**config.mk**
```make
export PLATFORM = sky130hd
export DESIGN_NAME = mem_port_arbiter
export DESIGN_NICKNAME = d
export VERILOG_FILES = /design/src/rtl/mem_port_arbiter.sv
export SDC_FILE = /design/constraint.sdc
export NUM_CORES = 1
export LEC_CHECK = 0
export ABC_CLOCK_PERIOD_IN_PS = 2750
export BUFFER_PORTS_ARGS = -buffer_cell sky130_fd_sc_hd__buf_2
export CAP_MARGIN = 0
export CORE_AREA = 2 2 243 245
export CTS_CLUSTER_SIZE = 24
export DETAILED_ROUTE_END_ITERATION = 8
export DIE_AREA = 0 0 245 247
export HOLD_SLACK_MARGIN = 0.1
export PLACE_DENSITY = 0.49
export SYNTH_ARGS = -nofsm -noshare
export SYNTH_HDL_FRONTEND = slang
export SYNTH_SLANG_ARGS = --single-unit
```
**constraint.sdc**
```tcl
create_clock -name clk -period 2.75 [get_ports clk]
set_input_delay 0.4125 -clock clk [delete_from_list [all_inputs] [get_ports clk]]
set_output_delay 0.4125 -clock clk [all_outputs]
set_load 0.02 [all_outputs]
```
**src/rtl/mem_port_arbiter.sv**
```systemverilog
// mem_port_arbiter: round-robin arbiter sharing one RAM port among N_CORES cores,
// one transaction in flight; loads wait MEM_LAT cycles for read data.
module mem_port_arbiter #(
   parameter int N_CORES = 4,
   parameter int ADDR_W  = 32,
   parameter int DATA_W  = 64,
   parameter int MEM_LAT = 2
) (
   input  logic                        clk,
   input  logic                        reset,
   input  logic [N_CORES-1:0]          req,
   input  logic [N_CORES-1:0]          we,
   input  logic [N_CORES*ADDR_W-1:0]   addr,
   input  logic [N_CORES*DATA_W-1:0]   wdata,
   output logic [N_CORES-1:0]          ack,
   output logic [N_CORES-1:0]          stall,
   output logic [DATA_W-1:0]           rdata,
   output logic                        busy,
   output logic                        mem_en,
   output logic                        mem_we,
   output logic [ADDR_W-1:0]           mem_addr,
   output logic [DATA_W-1:0]           mem_wdata,
   input  logic [DATA_W-1:0]           mem_rdata
);
   localparam int ID_W  = $clog2(N_CORES);
   localparam int CNT_W = $clog2(MEM_LAT + 1);
   typedef enum logic [1:0] {IDLE, ACCESS, WAIT, DONE} state_t;
   state_t state, state_nx;
   logic [ID_W-1:0]  rr_ptr, grant_id, win, idx;
   logic [CNT_W-1:0] cnt;
   logic             found;

   // Walk the ring starting at rr_ptr; the first requester found wins.
   always_comb begin
      win   = '0;
      idx   = rr_ptr;
      found = 1'b0;
      for (int k = 0; k < N_CORES; k++) begin
         if (!found && req[idx]) begin
            win   = idx;
            found = 1'b1;
         end
         idx = (idx == ID_W'(N_CORES - 1)) ? '0 : idx + 1'b1;
      end
   end

   always_comb begin
      state_nx = (state == IDLE)   ? (|req ? ACCESS : IDLE) :
                 (state == ACCESS) ? (mem_we ? DONE : WAIT) :
                 (state == WAIT)   ? (cnt == '0 ? DONE : WAIT) : IDLE;
      ack = '0;
      if (state == DONE) ack[grant_id] = 1'b1;
   end

   assign mem_en = (state == ACCESS);
   assign busy   = (state != IDLE);
   assign stall  = req & ~ack;

   always_ff @(posedge clk or negedge reset)
      if (!reset) state <= IDLE;
      else state <= state_nx;

   always_ff @(posedge clk or negedge reset) begin
      if (!reset) begin
         rr_ptr    <= '0;
         grant_id  <= '0;
         cnt       <= '0;
         mem_we    <= 1'b0;
         mem_addr  <= '0;
         mem_wdata <= '0;
         rdata     <= '0;
      end else begin
         if (state == IDLE && |req) begin
            grant_id  <= win;
            mem_we    <= we[win];
            mem_addr  <= addr[int'(win)*ADDR_W +: ADDR_W];
            mem_wdata <= wdata[int'(win)*DATA_W +: DATA_W];
         end
         if (state == ACCESS) cnt <= CNT_W'(MEM_LAT - 1);
         if (state == WAIT) cnt <= cnt - 1'b1;
         if (state == WAIT && cnt == '0) rdata <= mem_rdata;
         if (state == DONE) rr_ptr <= (grant_id == ID_W'(N_CORES - 1)) ? '0 : grant_id + 1'b1;
      end
   end
endmodule

```
-- After elaboration in Yosys (flattened, before gate mapping)
Cells that the tools add are included.
- bits in registers: 169
- bitwise gates (word level): 2
- muxes and demuxes: 32
- order comparisons: 7
- reduce and logical (&&, ||, !) cells: 14
- shift operators: 2
- $add $sub $neg: 5
- eq/ne operators: 7
- operators with widths (kind ; count):
    $shiftx 256x9->64 ; 1
    $shiftx 128x8->32 ; 1
    $mux 2 ; 13
    $lt 2x3->1 const B ; 6
    $eq 2x2->1 const B ; 6
    $mux 1 ; 12
    $bmux 1 s2 ; 5
    $add 2x1->2 const B ; 4
    $logic_and 1x1->1 ; 6
    $and 4x4->4 ; 1
    $logic_not 2->1 ; 2
    $mux 4 ; 1
    $not 4->4 ; 1
    $reduce_bool 2->1 ; 2
    $reduce_or 4->1 ; 1
    $logic_not 1->1 ; 3
    $demux 1 s2 ; 1
    $eq 2x1->1 const B ; 1
    $ge 2x1->1 const B ; 1
    $sub 2x1->2 const B ; 1

-- Longest topological paths before layout
Gate-level depths: netlist of the first run.
- depth after elaboration: 14
- mapped depth: 12
- mapped depth without buffers: 8

-- Worst setup path after synthesis of the first run
No wires, ideal clock.
- kind: register to register
- start point: reg rr_ptr[1]
- end point: reg mem_wdata[10]
- data arrival time: 2.362 ns
- required time: 2.624 ns
- path slack: 0.262 ns
- setup time: 0.126 ns
- buffers on the path: 3
- stages on the path, launching flop included: 12
- cell sequence: dfrtp_1 -> ha_1 -> buf_2 -> nand2b_1 -> a21oi_1 -> or3_1 -> a31oi_2 -> buf_4 -> buf_4 -> mux2i_1 -> o2bb2ai_1 -> a221o_1
- longest elaborated chain between the ends: 13
- elaborated cells on any way between the ends: 31
- ends and longest elaborated chain (item ; line ; source):
    from (decl) ; 29 ; logic [ID_W-1:0] rr_ptr, grant_id, win, idx;
    from (signal assigned) ; 82 ; if (state == DONE) rr_ptr <= (grant_id == ID_W'(N_CORES - 1)) ? '0 : grant_id + 1'b1;
    branches (longest 11 deep; another with $add 2x1->2) ; n/a ;
    $mux 2 * ; 39 ; if (!found && req[idx]) begin
    $shiftx 256x9->64 * ; 77 ; mem_wdata <= wdata[int'(win)*DATA_W +: DATA_W];
    to (signal assigned) ; 77 ;
    to (decl) ; 22 ; output logic [DATA_W-1:0] mem_wdata,
Mark *: on every way between the ends. The select of a mux whose other input is x is not followed.
A chain may end at the register's enable or synchronous reset.

-- Final worst setup path of the first run
- start point: reg rr_ptr[1]
- end point: reg mem_addr[18]
- longest elaborated chain between the ends: 13
- elaborated cells on any way between the ends: 31
- ends and longest elaborated chain (item ; line ; source):
    branches (longest 11 deep; another with $add 2x1->2) ; n/a ;
    $mux 2 * ; 39 ;
    $shiftx 128x8->32 * ; 76 ; mem_addr <= addr[int'(win)*ADDR_W +: ADDR_W];
    to (signal assigned) ; 76 ;
    to (decl) ; 21 ; output logic [ADDR_W-1:0] mem_addr,
Marked as above.

==> results of run 1 <==
-- cells by family (layout without fill, tap and decap cells) --
| group | after synthesis | after routing | share of synthesized area (%) |
|---|---|---|---|
| compound gates | 215 | 215 | 22.61 |
| fa+ha+maj | 10 | 10 | 1.449 |
| buf+inv | 75 | 728 | 4.492 |
| flops | 169 | 169 | 48.98 |
| mux | 166 | 166 | 20.20 |
| simple gates | 39 | 39 | 2.275 |
-- through the flow --
| step | util (%) | setup TNS [ns] | hold slack [ns] | std cells |
|---|---|---|---|---|
| floorplan | - | 0 | 0.1169 | 674 |
| global placement | 22.23 | 0 | 0.3755 | 2052 |
| detailed placement | 22.23 | 0 | 0.3789 | 2052 |
| CTS | 23.31 | 0 | 0.1005 | 2089 |
| global route | 23.68 | -0.2936 | 0.1194 | 2100 |
| finish | 23.68 | 0 | 0.1570 | 2100 |
-- cell type report --
cell class	count	area, µm²	area share (%)
Tap cell	773	967.2	7.014
Clock inverter	13	117.6	0.8529
Inverter	10	37.54	0.2722
Clock buffer	19	442.9	3.212
Multi-Input combinational cell	430	4096	29.71
Timing Repair Buffer	686	3899	28.27
Sequential cell	169	4229	30.67
-- worst max-delay path, cell delays in order, from the launching register on --
cell,delay [ns]
dfrtp_1,0.41
ha_4,0.30
nand2b_1,0.10
a21oi_1,0.06
or3_4,0.35
a31oi_4,0.21
buf_6,0.16
clkbuf_16,0.18
mux2i_1,0.36
o2bb2ai_1,0.13
a221o_1,0.27
-- power groups by stage --
stage               Combinational (µW)  Clock (µW)  Sequential [µW]
floorplan                         5190           0             5880
global placement                 10100           0             4500
detailed placement               10300           0             4490
CTS                              10400        2540             4480
global route                     11700        2640             4640
finish                           10900        2400             4490
-- synthesized netlist by cell type, drive strengths merged, types with 2 or more instances --
library cell,n,area (µm²)
mux2i,100,1001
a221o,96,960.9
dfrtp,169,4229
nand2b,2,12.51
nor2b,4,25.02
nand3,2,10.01
ha,10,125.1
and2,4,25.02
mux2,66,743.2
o21ai,9,45.04
clkbuf,29,108.9
o2bb2ai,95,832.1
a21oi,6,30.03
nand3b,2,15.01
inv,10,37.54
nor2,10,42.54
o22ai,2,12.51
nand2,11,41.29
buf,36,241.5
-- registers in the layout (all words and copies together) (netlist names) --
name	cells
cnt	2
grant_id	2
mem_addr	32
mem_wdata	64
mem_we	1
rdata	64
rr_ptr	2
state	2
-- layer usage --
metal / GRT usage, % / wire length (µm)
met1: 13.30 / 14960
met2: 19.73 / 18780
met3: 3.288 / 2531
met4: 4.519 / 826
met5: 0 / 48
-- what timing repair did --
item,4_1_cts,5_1_grt
gates resized for setup,0,13
endpoints found under the setup margin,3,87
hold buffers,2,0
endpoints found under the hold margin,39,0
gates cloned,1,4
pin swaps,1,2
setup buffers,2,7
-- final timing paths --
| path | startpoint | end | slack (ns) | depth (start not counted) |
|---|---|---|---|---|
| setup / recovery | rr_ptr[1]$_DFFE_PN0P_ | mem_addr[18]$_DFFE_PN0P_ | 0.09 | 10 |
| hold reg to reg | rdata[19]$_DFFE_PN0P_ | rdata[19]$_DFFE_PN0P_ | 0.50 | 1 |
| min in group asynchronous | reset | rdata[12]$_DFFE_PN0P_ | 0.45 | 2 |
| hold / removal | wdata[118] | mem_wdata[54]$_DFFE_PN0P_ | 0.16 | 2 |
| max in group asynchronous | reset | mem_addr[12]$_DFFE_PN0P_ | 1.52 | 3 |
| setup reg to reg | rr_ptr[1]$_DFFE_PN0P_ | mem_addr[18]$_DFFE_PN0P_ | 0.09 | 10 |
==> impl_metrics.env, run 1 <==
export IMPL_antenna_found_initial=5
export IMPL_n_fill_cell=6288
export IMPL_synthCells=674
export IMPL_worst_setup_path_start_kind="flop"
export IMPL_syn_cell_area_um2=8635
export IMPL_synth_ff_type="dfrtp_1"
export IMPL_die_height_um=247
export IMPL_avgSynthCellArea_um2=12.81
export IMPL_drc=0
export IMPL_path_max_fanout=7
export IMPL_numCtsBuffers=17
export IMPL_cts_max_level=4
export IMPL_die_area_um2=60520
export IMPL_worstPathRequired_ns=3.10
export IMPL_cp_end_kind="flop"
export IMPL_synth_edf_count=0
export IMPL_antenna_left=0
export IMPL_cts_root_buffer_cell="clkbuf_16"
export IMPL_yosysWarnings=0
export IMPL_dieWidth_um=245
export IMPL_design_area_um2=13790
export IMPL_hold_viol=0
export IMPL_rsz0062_at_grt="true"
export IMPL_final_common_cell="buf_2"
export IMPL_drive_gt1_share_pct=59.98
export IMPL_grt_use_total_pct=11.43
export IMPL_cts_tree="done"
export IMPL_synth_seq_cells=169
export IMPL_place_congestion=0.8939
export IMPL_peakVddDrop_mv=0.5208
export IMPL_placed_area_um2=12950
export IMPL_area_delta_synth_final_pct=59.70
export IMPL_arrival_ns=3.01
export IMPL_dr_pass1_iters=4
export IMPL_hold_class="input port to flop"
export IMPL_slew_headroom_pct=52.80
export IMPL_power_uw=17830
export IMPL_max_cap_violations=0
export IMPL_core_area_um2=58240
export IMPL_wl_per_cell_um=17.69
export IMPL_finalCritPeriodShare_pct=96.61
export IMPL_worstSetupPathType="flop to flop"
export IMPL_grt_overflow=0
export IMPL_tightest_slew_ns=0.7079
export IMPL_sw_frac_of_total_pct=42.88
export IMPL_first_global_vias=8562
export IMPL_row_count=89
export IMPL_p_int_uw=10190
export IMPL_layout_common_cells="buf_2 (627), dfrtp_1 (169), a221o_1 (96)"
export IMPL_seqPwrFrac_pct=25.2
export IMPL_ios=629
export IMPL_clockPowerShare_pct=13.5
export IMPL_drv_slew=0
export IMPL_async_reset_ff_share_pct=100.0
export IMPL_max_freq_ghz=0.3764
export IMPL_skew_ns=0.01312
export IMPL_numPortBuffers=628
export IMPL_diodes=0
export IMPL_min_period_ns=2.657
export IMPL_synth_cell_type_count=33
export IMPL_initial_core_util_pct=14.83
export IMPL_clk_latency_ns=0.48
export IMPL_clkSinkCount=169
export IMPL_vias_per_cell=4.106
export IMPL_grt_max_degree=70
export IMPL_pwr_density_cell_nw_per_um2=1293
export IMPL_clk_path_buf_depth=2
export IMPL_grt_pass1_wl_mm=51.47
export IMPL_status="finished clean"
export IMPL_switchingPower_uw=7646
export IMPL_power_frac_comb_pct=61.3
export IMPL_vias=8623
export IMPL_ys_seq_area_share_pct=48.98
export IMPL_finalSetupViolCount=0
export IMPL_dp_slack_ns=0.01475
export IMPL_clk_pin_slew_worst_paths_ns=0.07
export IMPL_dp_hpwl_mm=28.55
export IMPL_wirelength_mm=37.14
export IMPL_drt_iter0_drc=336
export IMPL_syn_nets=1142
export IMPL_fin_ws_ns=0.09328
export IMPL_leakagePower_uw=0.006943
export IMPL_nets=1782
No activity file was read; power rests on OpenSTA's default activity.
==> run 2, diff against run 1 <==
==> config.mk (replaced) <==
export PLATFORM = sky130hd
export DESIGN_NAME = mem_port_arbiter
export DESIGN_NICKNAME = d
export VERILOG_FILES = /design/src/rtl/mem_port_arbiter.sv
export SDC_FILE = /design/constraint.sdc
export NUM_CORES = 1
export LEC_CHECK = 0
export ABC_AREA = 1
export ABC_CLOCK_PERIOD_IN_PS = 2750
export BUFFER_PORTS_ARGS = -buffer_cell sky130_fd_sc_hd__buf_2
export CAP_MARGIN = 0
export CORE_AREA = 2 2 244 246
export CTS_CLUSTER_SIZE = 24
export DETAILED_ROUTE_END_ITERATION = 8
export DIE_AREA = 0 0 246 248
export HOLD_SLACK_MARGIN = 0.1
export PLACE_DENSITY = 0.54
export SYNTH_ARGS = -nofsm -noshare
export SYNTH_HDL_FRONTEND = slang
export SYNTH_SLANG_ARGS = --single-unit
==> run 2 against run 1 <==
Against the previous run: total power up 51%; flip-flop and latch count unchanged; hold slack gained 0.0012 ns; combinational power grew 82%; global-route usage is 4.5 points higher; area after synthesis is 34% higher; largest cell class is now multi-input gates; clock skew increased by 0.0013 ns; cell area grew 23%; cell count up 54%; register-to-register slack better by 0.09 ns; maximum frequency rose by 3.6%; via count increased by 54%.
==> impl_metrics.env, run 2 <==
export IMPL_status="finished clean"
export IMPL_leakagePower_uw=0.01056
export IMPL_multi_input_area_um2=5405
export IMPL_synth_top_family_by_area="simple AND/OR/NAND/NOR gates"
export IMPL_dieWidth_um=246
export IMPL_grt_max_degree=99
export IMPL_ys_seq_area_share_pct=36.46
export IMPL_syn_cell_area_um2=11600
export IMPL_wl_per_cell_um=16.14
export IMPL_grt_met1_usage_pct=19.37
export IMPL_yosys_area_top_type="dfrtp_1"
export IMPL_nets=2908
export IMPL_reg2reg_from="rr_ptr[1]$_DFFE_PN0P_"
export IMPL_critPathSlowestCell="ha_2"
export IMPL_core_area_um2=58460
export IMPL_synth_xor_area_share_pct=0
export IMPL_synth_most_common_cell="nand2_1"
export IMPL_tightest_slew_ns=0.6267
export IMPL_hold_viol=0
export IMPL_layout_common_cells="buf_2 (627), nand2_1 (615), inv_1 (408)"
export IMPL_numCtsBuffers=17
export IMPL_path_max_fanout=30
export IMPL_min_period_ns=2.565
export IMPL_slew_headroom_pct=58.22
export IMPL_reg2reg_depth=16
export IMPL_utilization_pct=29.08
export IMPL_synth_cell_type_count=22
export IMPL_grt_use_total_pct=15.92
export IMPL_top_usage_layer="met2"
export IMPL_clk_pin_slew_worst_paths_ns=0.07
export IMPL_globalRouteMet3Util_pct=4.077
export IMPL_cts_max_level=4
export IMPL_dp_slack_ns=0.03647
export IMPL_first_global_vias=12750
export IMPL_drc=0
export IMPL_synthCells=1811
export IMPL_synth_area_top_cells="dfrtp_1 (36%), nand2_1 (20%), nand3_1 (17%)"
export IMPL_place_congestion=0.8950
export IMPL_vias_per_cell=4.114
export IMPL_final_common_cell="buf_2"
export IMPL_pwr_density_cell_nw_per_um2=1581
export IMPL_initial_core_util_pct=19.84
export IMPL_p_int_uw=12080
export IMPL_fin_setup_tns_ns=0
export IMPL_area_delta_synth_final_pct=46.56
export IMPL_seqPwrFrac_pct=16.7
export IMPL_row_count=89
export IMPL_arrival_ns=2.94
export IMPL_clk_path_buf_depth=2
export IMPL_synth_simple_gate_area_share_pct=37.91
export IMPL_antenna_found_initial=5
export IMPL_finalSetupViolCount=0
export IMPL_switchingPower_uw=14810
export IMPL_peakVddDrop_mv=1.277
export IMPL_clkSinkCount=169
export IMPL_max_freq_ghz=0.3899
export IMPL_synth_common_cells="nand2_1 (619), inv_1 (408), nand3_1 (395), dfrtp_1 (169), mux2_2 (64)"
export IMPL_seq_area_um2=4229
export IMPL_worstSetupPathType="flop to flop"
export IMPL_drv_slew=0
export IMPL_crit_path_cell_trace="ha_2 > inv_1 > nor2_1 > nand2_1 > nand2_1 > nand2_1 > nor2_1 > buf_4 > nand2_1 > nand3_4 > clkinv_8 > buf_4 > nand3_1 > nand2_1 > nand2_1 > nand2_1"
export IMPL_die_area_um2=61010
export IMPL_endpoint="mem_wdata[63]$_DFFE_PN0P_"
export IMPL_path_depth=16
export IMPL_worst_path_most_repeated_cell="nand2_1"
export IMPL_synth_mux_area_share_pct=6.213
export IMPL_wirelength_mm=52.09
export IMPL_syn_nets=2279
export IMPL_synthAdderAreaFrac_pct=1.079
export IMPL_synth_compound_area_share_pct=0.5393
export IMPL_worstPathRequired_ns=3.12
export IMPL_reg_largest_list="mem_wdata (64), rdata (64), mem_addr (32)"
export IMPL_synth_top_area_share_pct=36.46
export IMPL_vias=13280
export IMPL_grt_overflow=0
export IMPL_dp_hpwl_mm=38.35
export IMPL_hold_class="input port to flop"
export IMPL_antenna_left=0
export IMPL_max_cap_violations=0
export IMPL_yosysWarnings=0
export IMPL_placed_area_um2=15960
export IMPL_crit_path_max_incr_delay_ns=0.39
export IMPL_dr_pass1_iters=5
export IMPL_drive_gt1_share_pct=32.91
export IMPL_cp_end_kind="flop"
export IMPL_synth_ff_type="dfrtp_1"
export IMPL_skew_ns=0.01439
export IMPL_power_frac_comb_pct=73.7
export IMPL_clockPowerShare_pct=9.6
export IMPL_rsz0062_at_grt="true"
export IMPL_avgSynthCellArea_um2=6.405
export IMPL_crit_family="simple AND/OR/NAND/NOR gates"
export IMPL_numPortBuffers=628
export IMPL_fin_ws_ns=0.1849
export IMPL_sw_frac_of_total_pct=55.07
export IMPL_n_fill_cell=6581
export IMPL_gr_usage_met2_pct=26.88
export IMPL_crit_start="rr_ptr[1]$_DFFE_PN0P_"
export IMPL_clk_latency_ns=0.49
export IMPL_ios=629
export IMPL_synth_seq_cells=169
export IMPL_grt_pass1_wl_mm=73.55
export IMPL_critPathBufInv=4
export IMPL_finalCritPeriodShare_pct=93.27
export IMPL_r2r_end="mem_wdata[63]$_DFFE_PN0P_"
export IMPL_die_height_um=248
export IMPL_r2r_slack_ns=0.18
export IMPL_design_area_um2=17000
export IMPL_holdWs_ns=0.1581
export IMPL_drt_iter0_drc=530
export IMPL_async_reset_ff_share_pct=100.0
export IMPL_synth_edf_count=0
export IMPL_worst_setup_path_start_kind="flop"
export IMPL_cts_root_buffer_cell="clkbuf_16"
export IMPL_cts_tree="done"
[run 2: changes by cell type after synthesis, moves of 4 or more]
cell | before | now
nand2_1 | 11 | 619
inv_1 | 10 | 408
nand3_1 | 2 | 395
mux2i_1 | 100 | 0
a221o_1 | 96 | 0
o2bb2ai_1 | 95 | 0
buf_2 | 19 | 57
clkbuf_1 | 29 | 39
buf_1 | 0 | 9
buf_4 | 12 | 3
nor2_1 | 8 | 15
a21oi_1 | 6 | 2
nor2b_1 | 4 | 0
[run 2: power groups by stage]
stage / Combinational (µW) / Sequential, µW / Clock (µW)
finish: 19800 / 4500 / 2570
detailed placement: 19300 / 4510 / 0
global placement: 19200 / 4500 / 0
CTS: 19300 / 4490 / 2700
floorplan: 11000 / 5930 / 0
global route: 22100 / 4640 / 2780
[run 2: worst min path at each step]
stage | from | to | slack (ns) | cells past startpoint
final | mem_rdata[44] | rdata[44]$_DFFE_PN0P_ | 0.16 | 2
after global placement | cnt[0]$_DFFE_PN0P_ | cnt[0]$_DFFE_PN0P_ | 0.45 | 2
after detailed placement | mem_wdata[12]$_DFFE_PN0P_ | mem_wdata[12]$_DFFE_PN0P_ | 0.46 | 2
after floorplan | reset | cnt[0]$_DFFE_PN0P_ | 0.12 | 0
after global routing | mem_rdata[39] | rdata[39]$_DFFE_PN0P_ | 0.11 | 2
after CTS | mem_rdata[12] | rdata[12]$_DFFE_PN0P_ | 0.10 | 2
[run 2: final cells by class]
type	instances	share of cell area (%)
Tap cell	773	5.689
Clock buffer	17	2.502
Timing Repair Buffer	720	24.93
Multi-Input combinational cell	1121	31.79
Antenna cell	3	0.04416
Sequential cell	169	24.87
Clock inverter	14	1.008
Inverter	411	9.162
[run 2: logic make-up after synthesis]
kind of cell | after synthesis
buffers and inverters | 522
flip-flops | 169
multiplexers | 64
adder cells (fa/ha/maj) | 10
AO/OA/AOI/OAI | 11
AND/OR/NAND/NOR | 1035
[run 2: worst reg2reg max path, delay by kind of cell (launching register included)]
| kind | cells | cell delay (ns) |
|---|---|---|
| buffers and inverters | 4 | 0.70 |
| DFF | 1 | 0.38 |
| adders and majority gates | 1 | 0.39 |
| and+or+nand+nor | 11 | 0.99 |
[run 2: what timing repair did]
item,CTS,global route
resized for setup,0,15
endpoints found under the setup margin,0,97
hold endpoints to repair,81,0
setup buffers,0,1
hold buffers,25,0
[run 2: per-stage QoR]
stage                     power (µW)  cells
final                          26890   3228
after global routing           29510   3228
after CTS                      26450   3219
after detailed placement       23760   3163
after global placement         23680   3163
after floorplan                16960   1811
[run 2: routing by layer]
metal / share of wire [%] / wire [µm] / up-vias
met5: 0.025 / 13 / -
met4: 2.4 / 1225 / 2
li1: - / - / 6707
met3: 6.7 / 3477 / 57
met2: 48 / 24750 / 492
met1: 43 / 22630 / 6021
